$ cat src/rtl/pre_hash_pe_dispatcher_pkg.sv
// Shared types and constants for the hash PE dispatcher and its bank pickers.
package pre_hash_pe_dispatcher_pkg;

    localparam int DEF_HASH_ISSUE_WIDTH = 8;
    localparam int DEF_NUM_HASH_PE      = 8;
    localparam int DEF_ADDR_WIDTH       = 32;
    localparam int DEF_HASH_BITS        = 15;

    // Bank select bits and the row index left over; shared with the PE array and reorder side.
    localparam int HASH_BANK_BITS     = $clog2(DEF_NUM_HASH_PE);
    localparam int HASH_ROW_IDX_WIDTH = DEF_HASH_BITS - HASH_BANK_BITS;

    typedef enum logic {
        ST_IDLE     = 1'b0,
        ST_DISPATCH = 1'b1
    } disp_state_e;

    // Width of an index into n items, never narrower than one bit.
    function automatic int idx_width(input int n);
        return (n > 1) ? $clog2(n) : 1;
    endfunction

endpackage

$ cat src/rtl/pre_hash_pe_dispatcher_picker.sv
// Per-bank priority picker: lowest-index pending position that hashes to this bank.
module hash_bank_picker
    import pre_hash_pe_dispatcher_pkg::*;
#(
    parameter int WIDTH = DEF_HASH_ISSUE_WIDTH,
    parameter int IDX_W = idx_width(WIDTH)
) (
    input  logic [WIDTH-1:0] pending,
    input  logic [WIDTH-1:0] bank_match,
    output logic [WIDTH-1:0] pick_onehot,
    output logic [IDX_W-1:0] pick_idx,
    output logic             pick_valid
);

    logic [WIDTH-1:0] candidates;

    // Scan from the top down so the lowest candidate is the last one written.
    always_comb begin
        candidates  = pending & bank_match;
        pick_onehot = '0;
        pick_idx    = '0;
        pick_valid  = 1'b0;
        for (int i = WIDTH - 1; i >= 0; i--) begin
            if (candidates[i]) begin
                pick_onehot    = '0;
                pick_onehot[i] = 1'b1;
                pick_idx       = IDX_W'(i);
                pick_valid     = 1'b1;
            end
        end
    end

endmodule

$ cat src/rtl/pre_hash_pe_dispatcher.sv
// Scatters one row of hashed positions onto the hash PEs, serialising bank conflicts into beats.
module pre_hash_pe_dispatcher
    import pre_hash_pe_dispatcher_pkg::*;
#(
    parameter int HASH_ISSUE_WIDTH = DEF_HASH_ISSUE_WIDTH,
    parameter int NUM_HASH_PE      = DEF_NUM_HASH_PE,
    parameter int ADDR_WIDTH       = DEF_ADDR_WIDTH,
    parameter int HASH_BITS        = DEF_HASH_BITS
) (
    input  logic                                  clk,
    input  logic                                  rst,
    input  logic                                  input_valid,
    input  logic [ADDR_WIDTH-1:0]                 input_head_addr,
    input  logic [HASH_ISSUE_WIDTH-1:0]           input_row_valid,
    input  logic [HASH_ISSUE_WIDTH*HASH_BITS-1:0] input_hash_vec,
    input  logic                                  input_delim,
    input  logic [HASH_ISSUE_WIDTH*8-1:0]         input_data,
    output logic                                  input_ready,
    output logic                                  output_valid,
    output logic [NUM_HASH_PE-1:0]                output_mask,
    output logic [NUM_HASH_PE*ADDR_WIDTH-1:0]     output_addr_vec,
    output logic [NUM_HASH_PE*(HASH_BITS-$clog2(NUM_HASH_PE))-1:0] output_row_idx_vec,
    output logic [NUM_HASH_PE-1:0]                output_delim_vec,
    output logic [HASH_ISSUE_WIDTH*8-1:0]         output_data,
    input  logic                                  output_ready
);

    localparam int W         = HASH_ISSUE_WIDTH;
    localparam int P         = NUM_HASH_PE;
    localparam int BANK_BITS = $clog2(NUM_HASH_PE);
    localparam int ROW_IDX_W = HASH_BITS - BANK_BITS;
    localparam int POS_W     = idx_width(W);

    logic [ADDR_WIDTH-1:0]  head_addr_q, head_addr_d;
    logic [W*HASH_BITS-1:0] hash_vec_q, hash_vec_d;
    logic [W*8-1:0]         data_q, data_d;
    logic                   delim_q, delim_d;
    logic [POS_W-1:0]       last_pos_q, last_pos_d;
    logic [W-1:0]           pending_q, pending_d;
    disp_state_e            state_q, state_d;

    logic [HASH_BITS-1:0]   hash_arr [W];
    logic [W-1:0]           bank_match [P];
    logic [W-1:0]           pick_onehot [P];
    logic [POS_W-1:0]       pick_idx [P];
    logic [P-1:0]           pick_valid;
    logic [W-1:0]           picked_all;
    logic [POS_W-1:0]       row_last_pos;
    logic                   last_beat;
    logic                   beat_fire;
    logic                   row_accept;

    // Split the held hashes and work out which positions belong to each bank.
    always_comb begin
        for (int i = 0; i < W; i++) begin
            hash_arr[i] = hash_vec_q[i*HASH_BITS +: HASH_BITS];
        end
        for (int b = 0; b < P; b++) begin
            bank_match[b] = '0;
            for (int i = 0; i < W; i++) begin
                bank_match[b][i] = (hash_arr[i][BANK_BITS-1:0] == BANK_BITS'(b));
            end
        end
    end

    for (genvar b = 0; b < P; b++) begin : g_picker
        hash_bank_picker #(
            .WIDTH (W),
            .IDX_W (POS_W)
        ) u_picker (
            .pending     (pending_q),
            .bank_match  (bank_match[b]),
            .pick_onehot (pick_onehot[b]),
            .pick_idx    (pick_idx[b]),
            .pick_valid  (pick_valid[b])
        );
    end

    // Handshake terms: the beat is the last one when its picks cover everything still pending.
    always_comb begin
        picked_all = '0;
        for (int b = 0; b < P; b++) begin
            picked_all = picked_all | pick_onehot[b];
        end
        last_beat  = (picked_all == pending_q);
        beat_fire  = output_valid && output_ready;
        row_accept = input_valid && input_ready;
    end

    // Highest valid position of an incoming row; only that position may carry the block delimiter.
    always_comb begin
        row_last_pos = '0;
        for (int i = 0; i < W; i++) begin
            if (input_row_valid[i]) begin
                row_last_pos = POS_W'(i);
            end
        end
    end

    // Next state: load a new row, or retire the positions sent on an accepted beat.
    always_comb begin
        head_addr_d = head_addr_q;
        hash_vec_d  = hash_vec_q;
        data_d      = data_q;
        delim_d     = delim_q;
        last_pos_d  = last_pos_q;
        pending_d   = pending_q;
        if (row_accept) begin
            head_addr_d = input_head_addr;
            hash_vec_d  = input_hash_vec;
            data_d      = input_data;
            delim_d     = input_delim;
            last_pos_d  = row_last_pos;
            pending_d   = input_row_valid;
        end else if (beat_fire) begin
            pending_d   = pending_q & ~picked_all;
        end
        state_d = (pending_d != '0) ? ST_DISPATCH : ST_IDLE;
    end

    // State and holding registers; reset drops any row that is mid-dispatch.
    always_ff @(posedge clk) begin
        if (rst) begin
            state_q     <= ST_IDLE;
            head_addr_q <= '0;
            hash_vec_q  <= '0;
            data_q      <= '0;
            delim_q     <= 1'b0;
            last_pos_q  <= '0;
            pending_q   <= '0;
        end else begin
            state_q     <= state_d;
            head_addr_q <= head_addr_d;
            hash_vec_q  <= hash_vec_d;
            data_q      <= data_d;
            delim_q     <= delim_d;
            last_pos_q  <= last_pos_d;
            pending_q   <= pending_d;
        end
    end

    // Flow control: a new row may enter while idle or alongside the final beat of the current row.
    always_comb begin
        output_valid = (state_q == ST_DISPATCH);
        input_ready  = !rst && ((state_q == ST_IDLE) || (output_ready && last_beat));
    end

    // Beat contents per bank, built purely from the holding registers; unpicked banks read zero.
    always_comb begin
        output_mask        = '0;
        output_addr_vec    = '0;
        output_row_idx_vec = '0;
        output_delim_vec   = '0;
        for (int b = 0; b < P; b++) begin
            if (pick_valid[b]) begin
                output_mask[b]                                 = 1'b1;
                output_addr_vec[b*ADDR_WIDTH +: ADDR_WIDTH]    = head_addr_q + ADDR_WIDTH'(pick_idx[b]);
                output_row_idx_vec[b*ROW_IDX_W +: ROW_IDX_W]   = hash_arr[pick_idx[b]][HASH_BITS-1:BANK_BITS];
                output_delim_vec[b]                            = delim_q && (pick_idx[b] == last_pos_q);
            end
        end
    end

    assign output_data = data_q;

endmodule
$ cat config.mk
export PLATFORM = sky130hd
export DESIGN_NAME = pre_hash_pe_dispatcher
export DESIGN_NICKNAME = d
export VERILOG_FILES = /design/src/rtl/pre_hash_pe_dispatcher_pkg.sv /design/src/rtl/pre_hash_pe_dispatcher_picker.sv /design/src/rtl/pre_hash_pe_dispatcher.sv
export SDC_FILE = /design/constraint.sdc
export NUM_CORES = 1
export LEC_CHECK = 0
export CAP_MARGIN = 0
export CELL_PAD_IN_SITES_DETAIL_PLACEMENT = 2
export CELL_PAD_IN_SITES_GLOBAL_PLACEMENT = 2
export CORE_UTILIZATION = 30
export CTS_CLUSTER_SIZE = 24
export DETAILED_ROUTE_END_ITERATION = 6
export PLACE_DENSITY_LB_ADDON = 0.1
export SLEW_MARGIN = 20
export SYNTH_ARGS = -nofsm -noshare
export SYNTH_HDL_FRONTEND = slang
export SYNTH_HIERARCHICAL = 1
export SYNTH_SLANG_ARGS = --single-unit
$ cat constraint.sdc
create_clock -name clk -period 7.13 [get_ports clk]
set_input_delay 1.426 -clock clk [delete_from_list [all_inputs] [get_ports clk]]
set_output_delay 1.426 -clock clk [all_outputs]
set_load 0.02 [all_outputs]
==> results of run 1 <==
## how the worst max path moves through the flow
stage                   start                   end  slack (ps)  cells after the start
2_1_floorplan    pending_q[5]  output_addr_vec[250]        2390                      9
3_3_place_gp   hash_vec_q[77]  output_addr_vec[152]        1030                     11
3_5_place_dp   hash_vec_q[77]  output_addr_vec[152]         930                     11
4_1_cts        hash_vec_q[77]  output_addr_vec[152]         230                     11
5_1_grt        hash_vec_q[77]  output_addr_vec[152]          30                     11
6_report       hash_vec_q[77]  output_addr_vec[152]         190                     11
## worst max-delay path: stages (launching register included)
cell and delay (ps):
dfxtp_1 460, nor3b_1 700, a22o_1 280, a31oi_1 100
o32ai_4 380, ha_1 260, fa_1 260, a21o_1 190
nand4_1 670, or4_1 680, a21oi_1 240, clkdlybuf4s50_1 670
## per-stage QoR
stage	util, %	hold WS [ps]	instances	cell area (um^2)
after floorplan	-	493.4	2898	23720
after global placement	40.10	460.4	4349	31220
after detailed placement	40.10	470.1	4349	31220
after CTS	41.43	480.1	4405	32250
after global routing	41.44	497.8	4408	32260
final	41.45	475.5	4411	32270
## state kept, by name, indices dropped and copies added (netlist names)
signal	cells
pending_q	8
head_addr_q	32
output_valid	1
last_pos_q	3
output_data	64
delim_q	1
hash_vec_q	120
## routing by layer
layer,track usage [%],vias to the layer above,routed length (um)
met5,0.4762,-,91
met4,12.22,8,5723
met3,8.366,274,12770
met2,55.54,1346,65920
met1,45.57,14251,59840
li1,-,11690,-
## cell type report
type / instances / share of cell area, %
multi-input combinational: 2323 / 55.88
timing repair buffer: 737 / 22.40
sequential: 229 / 14.21
tap: 1040 / 4.032
clock buffer: 41 / 2.644
clock inverter: 15 / 0.5622
inverter: 20 / 0.2326
antenna: 6 / 0.04653
## logic make-up after synthesis
kind of cell             Yosys count
AND/OR/NAND/NOR                 1242
AO/OA/AOI/OAI                    640
buffers and inverters            346
multiplexers                     305
flip-flops                       229
XOR/XNOR                          96
adder cells (fa/ha/maj)           40
## power by group through the flow
stage | sequential, uW | combinational (uW) | clock, uW
2_1_floorplan | 1700 | 1440 | 0
5_1_grt | 1890 | 2640 | 1740
4_1_cts | 1850 | 2500 | 1680
3_5_place_dp | 1870 | 2490 | 0
6_report | 1870 | 2510 | 1650
3_3_place_gp | 1830 | 2430 | 0
## cells in the final DEF (no fill, tap or decap), drive strengths merged, types with 56 or more instances in the layout
cell type      instances
dfxtp                229
nor2                 222
nand3                262
or3                   59
nand2b               257
mux2i                113
o31ai                 68
or4                   90
clkdlybuf4s50        661
mux4                 192
o21ai                273
nand2                140
xnor2                 56
buf                   76
a21oi                169
==> results.txt, run 1 <==
----------------------------------------------------
[Outcome]
  Result of the run ... completed

[CTS]
  Setup fix buffers added after clock tree synthesis ... 0
  Resized cells post-CTS ... 0
  Later-pin clock latency in the skew report ... just over 600 ps
  Clock buffer count from CTS ... 31
  CTS H-tree lvls ... 1
  CTS Root Buffer Type ... clkbuf_16
  Clock tree from TritonCTS ... yes
  Clk sinks ... about 230
  Reg clk slew, reported paths ... approximately 60 ps
  Number of hold buffers added after cts ... 0
  Buffer levels on the longest clock path ... 3

[Synth]
  Most used standard cell by instance count after synthesis ... o21ai_0
  Simple-gate share of the synthesized area ... between 20% and 30%
  Adder and majority gate portion of the synthesized area ... under 10%
  Dominant combinational cell family by area after synthesis ... simple AND/OR/NAND/NOR gates
  Gate count after technology mapping ... a little under 3000
  Synthesized area per cell ... 8.186 um^2
  Count of flip-flops with a built-in enable after synthesis ... 0
  Yosys reg bits ... approximately 230
  Area share of the leading cell type in the synthesized netlist ... about a fifth
  Largest cells by area after synthesis ... dfxtp_1, mux4_2, nand2b_1
  Distinct cell type count of the synthesized netlist ... 57
  Synthesized-area fraction occupied by ao, oa, aoi and oai cells ... 16.66%
  Multiplexer area fraction after synthesis ... between 20 and 25%
  Commonest cells in the synthesized netlist ... o21ai_0, nand3_1, nand2b_1, clkbuf_1, dfxtp_1
  Post-synthesis sequential area ratio ... approximately a fifth
  Post-Syn Nets ... around 3200
  Warnings from Yosys ... 6
  Cell area after synthesis ... roughly 24000 um^2
  Most used DFF post-synth ... dfxtp_1
  Post-Synth XOR/XNOR Area ... under 10%
  Proportion of register bits with asynchronous set or reset after synthesis ... 0%
  Largest area contributor in the netlist ... dfxtp_1

[Setup path]
  Worst Setup Path Type ... reg2out
  RR Endpoint ... hash_vec_q[51]
  CP startpoint kind ... flop
  R2R cell count ... 12
  RR Startpoint ... hash_vec_q[47]
  Critical Path Sink Type ... output pin
  Worst EP required ... 5700 ps
  Data arrival time of the critical path ... 5510 ps
  Maximum fanout along the worst path ... 17
  Slack of the worst reg-to-reg path ... ~2100 ps

[GRT]
  Largest net degree at the start of global routing ... about 150
  Total overflow reported by the global router ... 0
  Gr usage total ... about a third
  Vias in the first global route ... 28214
  Antenna violations before repair ... 9
  Global-route wire length before repair ... between 200 and 250 mm

[STA]
  Worst clock skew ... about 19 ps
  Crit path setup slack, layout ... roughly 190 ps
  Endpoints failing setup ... 0
  Maximum clock rate ... 144.1 MHz
  Transition time at the pin with the least slew margin ... 1185 ps
  Min Tclk post-route ... approximately 6900 ps
  Pins Over Slew Limit ... 0
  RSZ-0062 raised after global routing ... no
  Final TNS setup ... 0 ps
  Tightest slew margin relative to the limit ... 20.99%
  Number of failing hold endpoints at the final stage ... 0
  Ratio of final minimum period to clock period ... 97.32%

[Floorplan]
  Number of top-level pins ... ~660
  Die ar. ... between 80000 and 90000 um^2
  Chip width ... between 200 and 300 um
  Initial Utilization ... 30.47%
  Core region area ... between 70000 and 80000 um^2
  Die Span Y ... between 200 and 300 um
  Num rows ... around 100

[Layout]
  Area added between synthesis and finish ... 36.02%
  Area occupied by multi-input gates ... ~18000 um^2
  Fill cell total of the finished layout ... 8591
  Fraction of layout instances using a drive strength above 1 ... between 10% and 20%
  Sequential cell area in the final layout ... between 4000 and 5000 um^2
  Final nets ... roughly 3600

[Power and ir drop]
  Power density over the cells ... around 190 nW/um^2
  Pleak ... a little over 0.01 uW
  Combinational Power Share ... 41.7%
  Net switching component of the power ... 2605 uW
  Proportion of power drawn by the clock network ... 27.3%
  Switching share of total power ... between 40% and 50%
  Part of the power in registers ... between 30% and 40%
  Max rail drop VDD ... 151.0 uV
  Internal portion of total power ... roughly 3400 uW
  Total power ... between 6000 and 7000 uW

[Worst hold path]
  Min-Delay Path Class ... reg2reg
  Worst Hold End ... output_data[37]
  Cell depth of the worst hold path ... 2
  Source of the worst hold timing path ... output_data[37]

[Drt]
  DR pass1 iterations ... 5
  Vias after detailed routing ... around 28000
  Violation count after the first detailed-route iteration ... about 2300
  DRC violation count after routing ... 0
  Final wirelength ... between 100 and 150 mm
  Detail-routed via count per cell ... about 6.3
  Final antenna-violating net count ... 0
  Routed len/inst ... roughly 33 um

[Placed design]
  Final HPWL DP ... 105.4 mm
  Count of input and output buffers ... ~660
  Global placer's final weighted congestion ... around 0.96
  Setup slack at placement ... ~930 ps

[Flow run]
  Number of max-cap violations ... 0

----------------------------------------------------
Note: power is estimated with default switching activity, not from simulation.
==> run 2: changes to the inputs <==
==> constraint.sdc (replaced) <==
create_clock -name clk -period 8 [get_ports clk]
set_input_delay 1.6 -clock clk [delete_from_list [all_inputs] [get_ports clk]]
set_output_delay 1.6 -clock clk [all_outputs]
set_load 0.02 [all_outputs]
==> run 2 against run 1 <==
- sequential power shrank 9.6%
- critical path depth is the same
- hold slack gained 1.5 ps
- register-to-register slack gained 1300 ps
- combinational power shrank 12%
- sequential share of layout area is essentially flat
- wire length grew 0.38%
- utilization shrank 0.11 points
- critical path type unchanged
==> results.txt, run 2 (same netlist as run 1, synthesis figures left out) <==
----------------------------------------------------
[Floorplan]
  Num rows ... 102 (unchanged)
  Number of top-level pins ... 663 (unchanged)
  Initial Utilization ... 30.47% (unchanged)
  Chip width ... 283.2 um (unchanged)
  Die ar. ... 80210 um^2 (unchanged)
  Die Span Y ... 283.2 um (unchanged)
  Core region area ... 77850 um^2 (unchanged)

[STA]
  Min Tclk post-route ... between 7000 and 8000 ps
  Pins Over Slew Limit ... 0 (unchanged)
  Final TNS setup ... 0 ps (unchanged)
  Endpoints failing setup ... 0 (unchanged)
  Number of failing hold endpoints at the final stage ... 0 (unchanged)
  Ratio of final minimum period to clock period ... 91.49%
  Tightest slew margin relative to the limit ... 24.20% (was 20.99%)
  Worst clock skew ... 26.59 ps (was 18.70 ps)
  RSZ-0062 raised after global routing ... no (unchanged)
  Maximum clock rate ... ~140 MHz
  Transition time at the pin with the least slew margin ... 1137 ps (was 1185 ps)

[Layout]
  Number of flip-flops under the largest register name ... 120 (unchanged)
  Largest register by flop count ... hash_vec_q (unchanged)
  Non-filler instance count after layout ... 4404 (was 4411)
  Top library cells by usage in the layout, fill and taps aside ... clkdlybuf4s50_1, o21ai_0, nand3_1 (unchanged)
  Fraction of layout instances using a drive strength above 1 ... 11.95% (was 12.07%)
  Area added between synthesis and finish ... 35.65% (was 36.02%)
  Final nets ... 3603 (was 3611)
  Most common cell after layout, fill and taps aside ... clkdlybuf4s50_1 (unchanged)

[GRT]
  Vias in the first global route ... 28005 (was 28214)
  Antenna violations before repair ... 9 (unchanged)
  Total overflow reported by the global router ... 0 (unchanged)
  Global-route wire length before repair ... 209.2 mm (was 208.9 mm)
  Largest net degree at the start of global routing ... 157 (was 148)
  Gr usage total ... 34.90% (was 34.79%)

[Power and ir drop]
  Max rail drop VDD ... 154.9 uV (was 151.0 uV)
  Power density over the cells ... 165.8 nW/um^2 (was 186.8 nW/um^2)
  Pleak ... 0.01007 uW (was 0.01013 uW)

[Setup path]
  Cell type group with the largest total delay on the critical path ... buffers and inverters (was simple AND/OR/NAND/NOR gates)
  Worst stage delay on the critical path ... 890 ps (was 700 ps)
  Sequence of cells on the critical path ... buf_4 > a22oi_1 > nand2b_1 > a31oi_4 > buf_4 > ha_1 > nand3_1 > and2_1 > o311ai_0 > o41ai_1 > clkdlybuf4s50_1 (was nor3b_1 > a22o_1 > a31oi_1 > o32ai_4 > ha_1 > fa_1 > a21o_1 > nand4_1 > or4_1 > a21oi_1 > clkdlybuf4s50_1)
  Slowest cell on crit path ... dfxtp_1 (was nor3b_1)
  RR Startpoint ... hash_vec_q[47] (unchanged)
  Data arrival time of the critical path ... 5720 ps (was 5510 ps)
  Worst EP required ... 6400 ps (was 5700 ps)
  CP bufs+invs ... 3 (was 1)
  Critical Path Sink Type ... output pin (unchanged)
  Start point of the critical path ... pending_q[7] (was hash_vec_q[77])
  Maximum fanout along the worst path ... 26 (was 17)
  Critical path's most frequent cell ... buf_4
  Worst Setup Path Type ... reg2out (unchanged)
  CP startpoint kind ... flop (unchanged)

[Drt]
  DR pass1 iterations ... 5 (unchanged)
  Detail-routed via count per cell ... 6.213 (was 6.250)
  Routed len/inst ... 32.90 um (was 32.73 um)
  Violation count after the first detailed-route iteration ... 2272 (was 2250)
  Final wirelength ... 144.9 mm (was 144.4 mm)
  Vias after detailed routing ... 27364 (was 27569)
  Final antenna-violating net count ... 0 (unchanged)
  DRC violation count after routing ... 0 (unchanged)

[CTS]
  Clock tree from TritonCTS ... yes (unchanged)
  CTS Root Buffer Type ... clkbuf_16 (unchanged)
  Number of hold buffers added after cts ... 0 (unchanged)
  Setup fix buffers added after clock tree synthesis ... 0 (unchanged)
  Resized cells post-CTS ... 0 (unchanged)
  Reg clk slew, reported paths ... 60 ps (about the same)
  Later-pin clock latency in the skew report ... 620 ps (about the same)
  Buffer levels on the longest clock path ... 3 (unchanged)
  Clk sinks ... 229 (unchanged)
  CTS H-tree lvls ... 1 (unchanged)
  Clock buffer count from CTS ... 31 (unchanged)

[Worst hold path]
  Source of the worst hold timing path ... output_data[54] (was output_data[37])
  Min-Delay Path Class ... reg2reg (unchanged)

[Flow run]
  Number of max-cap violations ... 0 (unchanged)

[Placed design]
  Final HPWL DP ... 106.6 mm (was 105.4 mm)
  Global placer's final weighted congestion ... 0.9656 (was 0.9570)
  Count of input and output buffers ... 662 (unchanged)
  Number of placed cells counting well taps ... 4341 (was 4349)

[Outcome]
  Result of the run ... completed (unchanged)

----------------------------------------------------
==> run 2: final timing paths <==
| path | to | slack (ps) | depth (start not counted) |
|---|---|---|---|
| max | output_addr_vec[213] | 680 | 11 |
| min | output_data[54] | 480 | 2 |
| max reg2reg | hash_vec_q[42] | 3370 | 12 |
| min reg2reg | output_data[54] | 480 | 2 |
==> run 2: cell type report <==
type / instances / area (um^2)
clock inverter: 16 / 155.1
inverter: 20 / 75.07
timing repair buffer: 729 / 7156
sequential: 229 / 4586
multi-input combinational: 2323 / 18030
fill: 8590 / 45670
antenna: 7 / 17.52
clock buffer: 40 / 859.6
tap: 1040 / 1301
==> run 2: where the power goes <==
part / internal, uW / switching [uW] / total (uW)
registers: 1280 / 411 / 1690
logic: 913 / 1300 / 2210
clock network: 819 / 610 / 1430
total: 3020 / 2320 / 5330
==> run 2: stage by stage <==
stage | power [uW] | utilization, % | hold WS [ps] | area [um^2] | worst slack, ps
2_1_floorplan | 2792 | - | 493.4 | 23720 | 3084
3_3_place_gp | 3809 | 40.01 | 459.2 | 31150 | 1490
3_5_place_dp | 3887 | 40.01 | 470.1 | 31150 | 1287
4_1_cts | 5338 | 41.31 | 480.0 | 32160 | 631.4
5_1_grt | 5536 | 41.33 | 509.4 | 32180 | 583.7
6_report | 5334 | 41.34 | 477.1 | 32180 | 680.7
==> run 2: layer usage <==
layer / global-route usage [%] / share of wire [%] / vias to the layer above
met4: 13.74 / 4.2 / 8
met3: 6.973 / 7.5 / 268
met5: 0 / 0.031 / -
met2: 55.34 / 46 / 1233
li1: - / - / 11664
met1: 46.40 / 43 / 14191
==> run 2: worst reg2reg max path, cell delays in order (launching register included) <==
cell	delay [ps]
dfxtp_1	550
nor3b_1	520
nand2_1	290
nand4_4	240
nor2_1	80
or4_1	520
nor2_1	170
ha_1	150
nand4_1	170
o31a_1	480
nor2_4	180
buf_4	720
o21ai_0	380
==> run 3: changes to the inputs <==
--- a/config.mk
+++ b/config.mk
@@ -5,12 +5,14 @@
 export SDC_FILE = /design/constraint.sdc
 export NUM_CORES = 1
 export LEC_CHECK = 0
-export CAP_MARGIN = 0
+export CAP_MARGIN = 20
 export CELL_PAD_IN_SITES_DETAIL_PLACEMENT = 2
 export CELL_PAD_IN_SITES_GLOBAL_PLACEMENT = 2
+export CORE_MARGIN = 2
 export CORE_UTILIZATION = 30
 export CTS_CLUSTER_SIZE = 24
 export DETAILED_ROUTE_END_ITERATION = 6
+export HOLD_SLACK_MARGIN = 0.06
 export PLACE_DENSITY_LB_ADDON = 0.1
 export SLEW_MARGIN = 20
 export SYNTH_ARGS = -nofsm -noshare
==> run 3 against run 2 <==
- critical path depth is 2 lower
- setup slack better by 110 ps
- utilization is 0.41 points lower
- largest power group unchanged
- critical path type unchanged
- flip-flop and latch count stayed put
==> results.txt, run 3 (same netlist as run 1, synthesis figures left out) <==
----------------------------------------------------
[Placed design]
  Post-detailed-placement cell area ... 31230 um^2 (was 31150 um^2)
  Count of input and output buffers ... 662 (unchanged)
  Number of placed cells counting well taps ... 4353 (was 4341)
  Final HPWL DP ... 104.1 mm (was 106.6 mm)
  Global placer's final weighted congestion ... 0.9431 (was 0.9656)

[Drt]
  Final wirelength ... 142.0 mm (was 144.9 mm)
  Routed len/inst ... 32.19 um (was 32.90 um)
  Detail-routed via count per cell ... 6.210 (was 6.213)
  Violation count after the first detailed-route iteration ... 2535 (was 2272)
  Wire length the detailed router placed on met1 ... 60.05 mm (was 61.75 mm)
  DR pass1 iterations ... 5 (unchanged)
  Vias after detailed routing ... 27397 (was 27364)
  DRC violation count after routing ... 0 (unchanged)
  Total met2 wirelength after detailed routing ... 65.74 mm (was 66.10 mm)
  Highest routed layer ... met4 (was met5)
  Met3 layer wire length in the routed design ... 10.81 mm (was 10.91 mm)
  Final antenna-violating net count ... 0 (unchanged)

[CTS]
  Resized cells post-CTS ... 0 (unchanged)
  Later-pin clock latency in the skew report ... 600 ps (was 620 ps)
  Reg clk slew, reported paths ... 60 ps (about the same)
  Setup fix buffers added after clock tree synthesis ... 0 (unchanged)
  Clock buffer count from CTS ... 29 (was 31)
  Clock tree from TritonCTS ... yes (unchanged)
  Buffer levels on the longest clock path ... 3 (unchanged)
  Number of hold buffers added after cts ... 0 (unchanged)
  Clk sinks ... 229 (unchanged)
  CTS Root Buffer Type ... clkbuf_16 (unchanged)
  CTS H-tree lvls ... 1 (unchanged)

[Layout]
  Fraction of layout instances using a drive strength above 1 ... 11.78% (was 11.95%)
  Largest register by flop count ... hash_vec_q (unchanged)
  Top library cells by usage in the layout, fill and taps aside ... clkdlybuf4s50_1, o21ai_0, nand3_1 (unchanged)
  Number of flip-flops under the largest register name ... 120 (unchanged)
  Area added between synthesis and finish ... 35.62% (was 35.65%)
  Fill cell total of the finished layout ... 8668 (was 8590)
  Non-filler instance count after layout ... 4412 (was 4404)
  Final nets ... 3603 (unchanged)
  Post-route cell area ... 32170 um^2 (was 32180 um^2)
  Most common cell after layout, fill and taps aside ... clkdlybuf4s50_1 (unchanged)

[Setup path]
  Critical Path Sink Type ... output pin (unchanged)
  Worst EP required ... 6400 ps (about the same)
  Maximum fanout along the worst path ... 27 (was 26)
  Worst Setup Path Type ... reg2out (unchanged)
  Data arrival time of the critical path ... 5610 ps (was 5720 ps)
  CP startpoint kind ... flop (unchanged)

[STA]
  Transition time at the pin with the least slew margin ... 1111 ps (was 1137 ps)
  Final TNS setup ... 0 ps (unchanged)
  RSZ-0062 raised after global routing ... no (unchanged)
  Pins Over Slew Limit ... 0 (unchanged)
  Ratio of final minimum period to clock period ... 90.12% (was 91.49%)
  Worst clock skew ... 20.73 ps (was 26.59 ps)
  Min Tclk post-route ... 7210 ps (was 7319 ps)
  Maximum clock rate ... 138.7 MHz (was 136.6 MHz)
  Endpoints failing setup ... 0 (unchanged)
  Number of failing hold endpoints at the final stage ... 0 (unchanged)
  Tightest slew margin relative to the limit ... 25.94% (was 24.20%)

[Floorplan]
  Num rows ... 103 (was 102)
  Core region area ... 78610 um^2 (was 77850 um^2)
  Die ar. ... 81340 um^2 (was 80210 um^2)
  Initial Utilization ... 30.18% (was 30.47%)
  Number of top-level pins ... 663 (unchanged)
  Chip width ... 285.2 um (was 283.2 um)
  Die Span Y ... 285.2 um (was 283.2 um)

[Worst hold path]
  Min-Delay Path Class ... reg2reg (unchanged)

[GRT]
  Vias in the first global route ... 28448 (was 28005)
  Gr usage total ... 33.54% (was 34.90%)
  Total overflow reported by the global router ... 0 (unchanged)
  Antenna violations before repair ... 10 (was 9)
  Largest net degree at the start of global routing ... 126 (was 157)
  Global-route wire length before repair ... 205.1 mm (was 209.2 mm)

[Outcome]
  Result of the run ... completed (unchanged)

[Power and ir drop]
  Max rail drop VDD ... 139.2 uV (was 154.9 uV)
  Pleak ... 0.01006 uW (was 0.01007 uW)
  Power density over the cells ... 161.4 nW/um^2 (was 165.8 nW/um^2)

[Flow run]
  Number of max-cap violations ... 0 (unchanged)

----------------------------------------------------
run 3: through the flow:
| step | total power (uW) | hold slack, ps | util [%] | worst slack, ps |
|---|---|---|---|---|
| after detailed placement | 3865 | 471.6 | 39.73 | 1430 |
| after CTS | 5192 | 482.0 | 40.89 | 807.2 |
| after global placement | 3783 | 459.4 | 39.67 | 1547 |
| after global routing | 5413 | 512.4 | 40.92 | 604.3 |
| after floorplan | 2792 | 493.4 | - | 3084 |
| final | 5191 | 477.9 | 40.93 | 790.1 |
run 3: cell type report:
type	instances	area (um^2)	area share (%)
Antenna cell	9	22.52	0.07000
Clock buffer	44	872.1	2.711
Clock inverter	6	41.29	0.1283
Inverter	20	75.07	0.2333
Multi-Input combinational cell	2323	18030	56.04
Sequential cell	229	4586	14.25
Tap cell	1050	1314	4.083
Timing Repair Buffer	731	7232	22.48
run 3: worst max-delay path, stage by stage, from the launching register on:
cell,delay [ps]
dfxtp_1,1040
nand2_1,350
a31oi_4,240
buf_4,420
fa_1,340
a21o_1,190
nand4_1,820
or4_1,750
a21oi_1,170
clkdlybuf4s50_1,630
run 3: metal layers:
layer	vias up	global-route usage (%)
met5	-	0
met4	0	12.58
met3	217	5.432
met2	1241	53.78
met1	14268	45.28
li1	11671	-
run 3: worst paths after layout:
| check | start | to | slack (ps) | cells after the start |
|---|---|---|---|---|
| min | output_data[39] | output_data[39] | 480 | 2 |
| min reg2reg | output_data[39] | output_data[39] | 480 | 2 |
| max reg2reg | pending_q[3] | pending_q[7] | 3030 | 11 |
| max | pending_q[3] | output_addr_vec[184] | 790 | 9 |
run 3: power breakdown:
| group | total [uW] | internal [uW] | switching (uW) |
|---|---|---|---|
| Combinational | 2210 | 919 | 1290 |
| Sequential | 1670 | 1280 | 389 |
| Clock | 1310 | 743 | 566 |
| Total | 5190 | 2950 | 2250 |
